--- config.mk ---
export PLATFORM = sky130hd
export DESIGN_NAME = instruction_loader
export DESIGN_NICKNAME = d
export VERILOG_FILES = /design/src/rtl/instruction_loader.sv
export SDC_FILE = /design/constraint.sdc
export NUM_CORES = 1
export LEC_CHECK = 0
export CAP_MARGIN = 20
export CORE_AREA = 8 8 86 88
export DETAILED_ROUTE_END_ITERATION = 12
export DIE_AREA = 0 0 94 96
export PLACE_DENSITY = 0.62
export SETUP_SLACK_MARGIN = 0.05
export SLEW_MARGIN = 25
export SYNTH_ARGS = -nofsm -noshare
export SYNTH_HDL_FRONTEND = slang
export SYNTH_SLANG_ARGS = --single-unit
--- constraint.sdc ---
create_clock -name i_clk -period 3.26 [get_ports i_clk]
set_input_delay 0.652 -clock i_clk [delete_from_list [all_inputs] [get_ports i_clk]]
set_output_delay 0.652 -clock i_clk [all_outputs]
set_load 0.02 [all_outputs]
--- src/rtl/instruction_loader.sv ---
// instruction_loader: fills the fetch-stage instruction memory from a UART byte
// stream. Four bytes (little-endian) form one 32-bit word, which is written at
// consecutive word-aligned byte addresses. The pipeline is held halted while
// loading. Loading ends on the halt word or when the last memory word is written.
module instruction_loader #(
  parameter int unsigned INST_MEM_ADDR_WIDTH = 9,
  parameter logic [31:0] HALT_INSTRUCTION    = 32'hFFFFFFFF
) (
  input  logic                           i_clk,
  input  logic                           i_reset,
  input  logic                           i_start_load,
  input  logic [7:0]                     i_rx_data,
  input  logic                           i_rx_valid,
  output logic                           o_write_instruction_flag,
  output logic [INST_MEM_ADDR_WIDTH-1:0] o_address_to_write_inst,
  output logic [31:0]                    o_instruction_to_write,
  output logic                           o_cpu_halt,
  output logic                           o_busy,
  output logic                           o_load_done,
  output logic                           o_mem_full
);

  // Byte address of the last word in memory; reaching it ends the load.
  localparam logic [INST_MEM_ADDR_WIDTH-1:0] LAST_ADDR =
    {{(INST_MEM_ADDR_WIDTH-2){1'b1}}, 2'b00};
  localparam logic [INST_MEM_ADDR_WIDTH-1:0] ADDR_STEP =
    INST_MEM_ADDR_WIDTH'(4);

  typedef enum logic [1:0] {
    S_IDLE,
    S_RECEIVE,
    S_WRITE,
    S_DONE
  } state_t;

  state_t                           state_q;
  logic [INST_MEM_ADDR_WIDTH-1:0]   addr_q;
  logic [1:0]                       byte_cnt_q;
  logic [31:0]                      word_q;
  logic                             write_q;
  logic                             busy_q;
  logic                             done_q;
  logic                             mem_full_q;

  // Load sequencer: state, counters, assembly register and registered flags.
  always_ff @(posedge i_clk) begin
    if (i_reset) begin
      state_q    <= S_IDLE;
      addr_q     <= '0;
      byte_cnt_q <= '0;
      word_q     <= '0;
      write_q    <= 1'b0;
      busy_q     <= 1'b0;
      done_q     <= 1'b0;
      mem_full_q <= 1'b0;
    end else begin
      write_q <= 1'b0;
      done_q  <= 1'b0;
      case (state_q)
        S_IDLE: begin
          if (i_start_load) begin
            state_q    <= S_RECEIVE;
            addr_q     <= '0;
            byte_cnt_q <= '0;
            mem_full_q <= 1'b0;
            busy_q     <= 1'b1;
          end
        end
        S_RECEIVE: begin
          if (i_rx_valid) begin
            case (byte_cnt_q)
              2'd0:    word_q[7:0]   <= i_rx_data;
              2'd1:    word_q[15:8]  <= i_rx_data;
              2'd2:    word_q[23:16] <= i_rx_data;
              default: word_q[31:24] <= i_rx_data;
            endcase
            byte_cnt_q <= byte_cnt_q + 2'd1;
            if (byte_cnt_q == 2'd3) begin
              state_q <= S_WRITE;
              write_q <= 1'b1;
            end
          end
        end
        S_WRITE: begin
          // Halt check has priority; the full check precedes the increment
          // so the address never wraps.
          if (word_q == HALT_INSTRUCTION) begin
            state_q <= S_DONE;
            done_q  <= 1'b1;
          end else if (addr_q == LAST_ADDR) begin
            state_q    <= S_DONE;
            done_q     <= 1'b1;
            mem_full_q <= 1'b1;
          end else begin
            addr_q  <= addr_q + ADDR_STEP;
            state_q <= S_RECEIVE;
          end
        end
        S_DONE: begin
          state_q <= S_IDLE;
          busy_q  <= 1'b0;
        end
        default: begin
          state_q <= S_IDLE;
          busy_q  <= 1'b0;
        end
      endcase
    end
  end

  assign o_write_instruction_flag = write_q;
  assign o_address_to_write_inst  = addr_q;
  assign o_instruction_to_write   = word_q;
  assign o_cpu_halt               = busy_q;
  assign o_busy                   = busy_q;
  assign o_load_done              = done_q;
  assign o_mem_full               = mem_full_q;

endmodule
==> flow_metrics.env <==
export IMPL_cts_setup_buffers=0
export IMPL_cts_resized=0
export IMPL_slowest_stage="clkdlybuf4s50_1"
export IMPL_syn_instance_count=251
export IMPL_via_per_inst=5.016
export IMPL_skew_ns=0.01055
export IMPL_cp_num_buf_inv=1
export IMPL_ant_nets=0
export IMPL_cts_hold_buf=0
export IMPL_finalHoldViolCount=0
export IMPL_grtUsageTotal_pct=12.51
export IMPL_synthTopCellsByArea="dfxtp_1 46%, nand2_1 13%, a21oi_1 9.3%"
export IMPL_cts_sinks=47
export IMPL_path_cells="clkdlybuf4s50_1"
export IMPL_finalSetupViolCount=0
export IMPL_cp_max_fo=8
export IMPL_path_clk_slew_ns=0.09
export IMPL_yosysTopAreaCell="dfxtp_1"
export IMPL_synth_seq_cells=47
export IMPL_min_delay_start="o_instruction_to_write[29]"
export IMPL_r2r_start="state_q[0]"
export IMPL_wire_per_inst_um=15.02
export IMPL_fin_setup_tns_ns=0
export IMPL_p_total_mw=1.184
export IMPL_grt_pass1_vias=1846
export IMPL_status="completed"
export IMPL_antenna_found_initial=0
export IMPL_grt_max_degree=41
export IMPL_dieArea_mm2=0.009024
export IMPL_rows=29
export IMPL_grt_overflow=0
export IMPL_ys_seq_area_share_pct=45.94
export IMPL_irDropWorstVdd_v=0.0003027
export IMPL_cp_end_kind="output port"
export IMPL_async_reset_ff_share_pct=0
export IMPL_cts_buffer_depth=2
export IMPL_crit_cells=1
export IMPL_fin_nets=317
export IMPL_critPathTopFamily="buffers and inverters"
export IMPL_root_buffer="clkbuf_8"
export IMPL_drtIter0Drc=49
export IMPL_vias=1891
export IMPL_synthFlopType="dfxtp_1"
export IMPL_r2r_cells=5
export IMPL_core_mm2=0.006096
export IMPL_arrival_ns=1.42
export IMPL_drc=0
export IMPL_crit_end="o_address_to_write_inst[4]"
export IMPL_r2r_setup_slack_ns=1.51
export IMPL_numCtsBuffers=5
export IMPL_reg2reg_to="o_instruction_to_write[30]"
export IMPL_p_per_area_mw_per_mm2=431.1
export IMPL_chipHeight_um=96
export IMPL_diodes=0
export IMPL_dpl_hpwl_um=4233
export IMPL_place_inst=369
export IMPL_hold_path_class="flop to flop"
export IMPL_synth_top_area_share_pct=45.94
export IMPL_routed_wirelength_um=5663
export IMPL_startpoint="o_address_to_write_inst[4]"
export IMPL_worstPathRequired_ns=2.61
export IMPL_die_w_um=94
export IMPL_synth_warnings=0
export IMPL_rsz0062_at_grt="no"
export IMPL_max_freq_mhz=483.6
export IMPL_syn_avg_cell_area_um2=8.160
export IMPL_layout_min_cycle_time_ns=2.068
export IMPL_drv_cap=0
export IMPL_drt_first_pass_iters=4
export IMPL_synthesis_area_mm2=0.002048
export IMPL_drive_above_1_share_pct=6.000
export IMPL_tritoncts="done"
export IMPL_synth_commonest_cells="73 x nand2_1, 47 x dfxtp_1, 38 x a21oi_1, 12 x nor2_1, 10 x clkbuf_1"
export IMPL_synth_most_common_cell="nand2_1"
export IMPL_p_leak_nw=0.9584
export IMPL_ys_types=38
export IMPL_clock_latency_ns=0.31
export IMPL_io_buffers=55
export IMPL_initial_core_util_pct=33.60
export IMPL_num_io_pins=58
export IMPL_period_share_pct=63.43
export IMPL_cp_slowest_stage_delay_ns=0.65
export IMPL_area_growth_pct=34.09
export IMPL_grt_pass1_wl_um=8976
export IMPL_ctsHtreeMaxLevel=2
export IMPL_slew_viol_final=0
export IMPL_gp_congestion=0.8224
export IMPL_synth_edf_count=0
export IMPL_criticalPathCategory="flop to output port"
export IMPL_worstSetupStartpointType="flop"
export IMPL_layout_cells_non_filler=377
[power breakdown]
| group | switching [mW] | total [mW] | internal, mW |
|---|---|---|---|
| registers | 0.00873 | 0.590 | 0.581 |
| logic | 0.0493 | 0.0842 | 0.0348 |
| clock network | 0.204 | 0.510 | 0.306 |
| total | 0.262 | 1.18 | 0.922 |
[through the flow]
step	util [%]	area [um^2]	setup WS [ns]	hold slack [ns]
floorplan	-	2052	1.581	0.5463
finish	45.05	2746	1.192	0.4788
detailed placement	42.82	2610	0.9015	0.4630
global route	45.05	2746	1.132	0.4981
CTS	45.05	2746	1.182	0.4771
global placement	42.82	2610	0.9282	0.4627
[cell families after synthesis]
kind of cell	share of synthesized area, %
AOI/OAI and AO/OA	16.31
and+or+nand+nor	27.25
other	0.1831
muxes	1.038
buffers and inverters	5.620
adders and majority gates	3.665
DFF	45.94
[cell usage in the layout, fill, tap and decap left out, types with 2 or more instances in the layout]
cell type        netlist  final
nand2_1               73     73
a21oi_1               38     38
nor2b_1                2      2
ha_1                   6      6
o22ai_1                2      2
a41o_1                 2      2
nand2b_1               2      2
conb_1                 1      2
nor4_4                 2      2
inv_1                  5      5
and3_1                 5      5
clkbuf_8               1      5
nand3_1                5      5
a22o_1                 2      2
nand4_2                2      2
o21ai_0                5      5
a22oi_1                2      2
a31oi_1                2      2
clkdlybuf4s50_1        0     55
dfxtp_1               47     47
nand4_1                6      6
bufinv_16              0      2
nor2_1                12     12
[layout make-up]
| type | count | area, um^2 |
|---|---|---|
| Fill cell | 631 | 3349 |
| Multi-Input combinational cell | 184 | 996.0 |
| Sequential cell | 47 | 940.9 |
| Timing Repair Buffer | 56 | 558.0 |
| Tap cell | 77 | 96.34 |
| Clock buffer | 5 | 68.82 |
| Clock inverter | 3 | 67.56 |
| Inverter | 5 | 18.77 |
[registers in the layout (all words and copies together), names as in the netlist]
| register | flops |
|---|---|
| o_mem_full | 1 |
| o_address_to_write_inst | 7 |
| o_instruction_to_write | 32 |
| state_q | 2 |
| o_load_done | 1 |
| o_write_instruction_flag | 1 |
| o_busy | 1 |
| byte_cnt_q | 2 |
[per-layer routing]
| metal | part of all wire (%) | track usage [%] | vias up |
|---|---|---|---|
| li1 | - | - | 947 |
| met1 | 45 | 14.67 | 876 |
| met2 | 45 | 20.36 | 61 |
| met3 | 9.1 | 5.382 | 7 |
| met4 | 1.1 | 3.567 | 0 |
| met5 | 0 | 0 | - |
[how the worst min path moves through the flow]
stage / end / cells after the start
after floorplan: o_instruction_to_write[10] / 2
after global placement: o_instruction_to_write[15] / 2
after detailed placement: o_instruction_to_write[29] / 2
after CTS: o_instruction_to_write[29] / 2
after global routing: o_instruction_to_write[15] / 2
final: o_instruction_to_write[29] / 2
No activity file was read; power rests on OpenSTA's default activity.
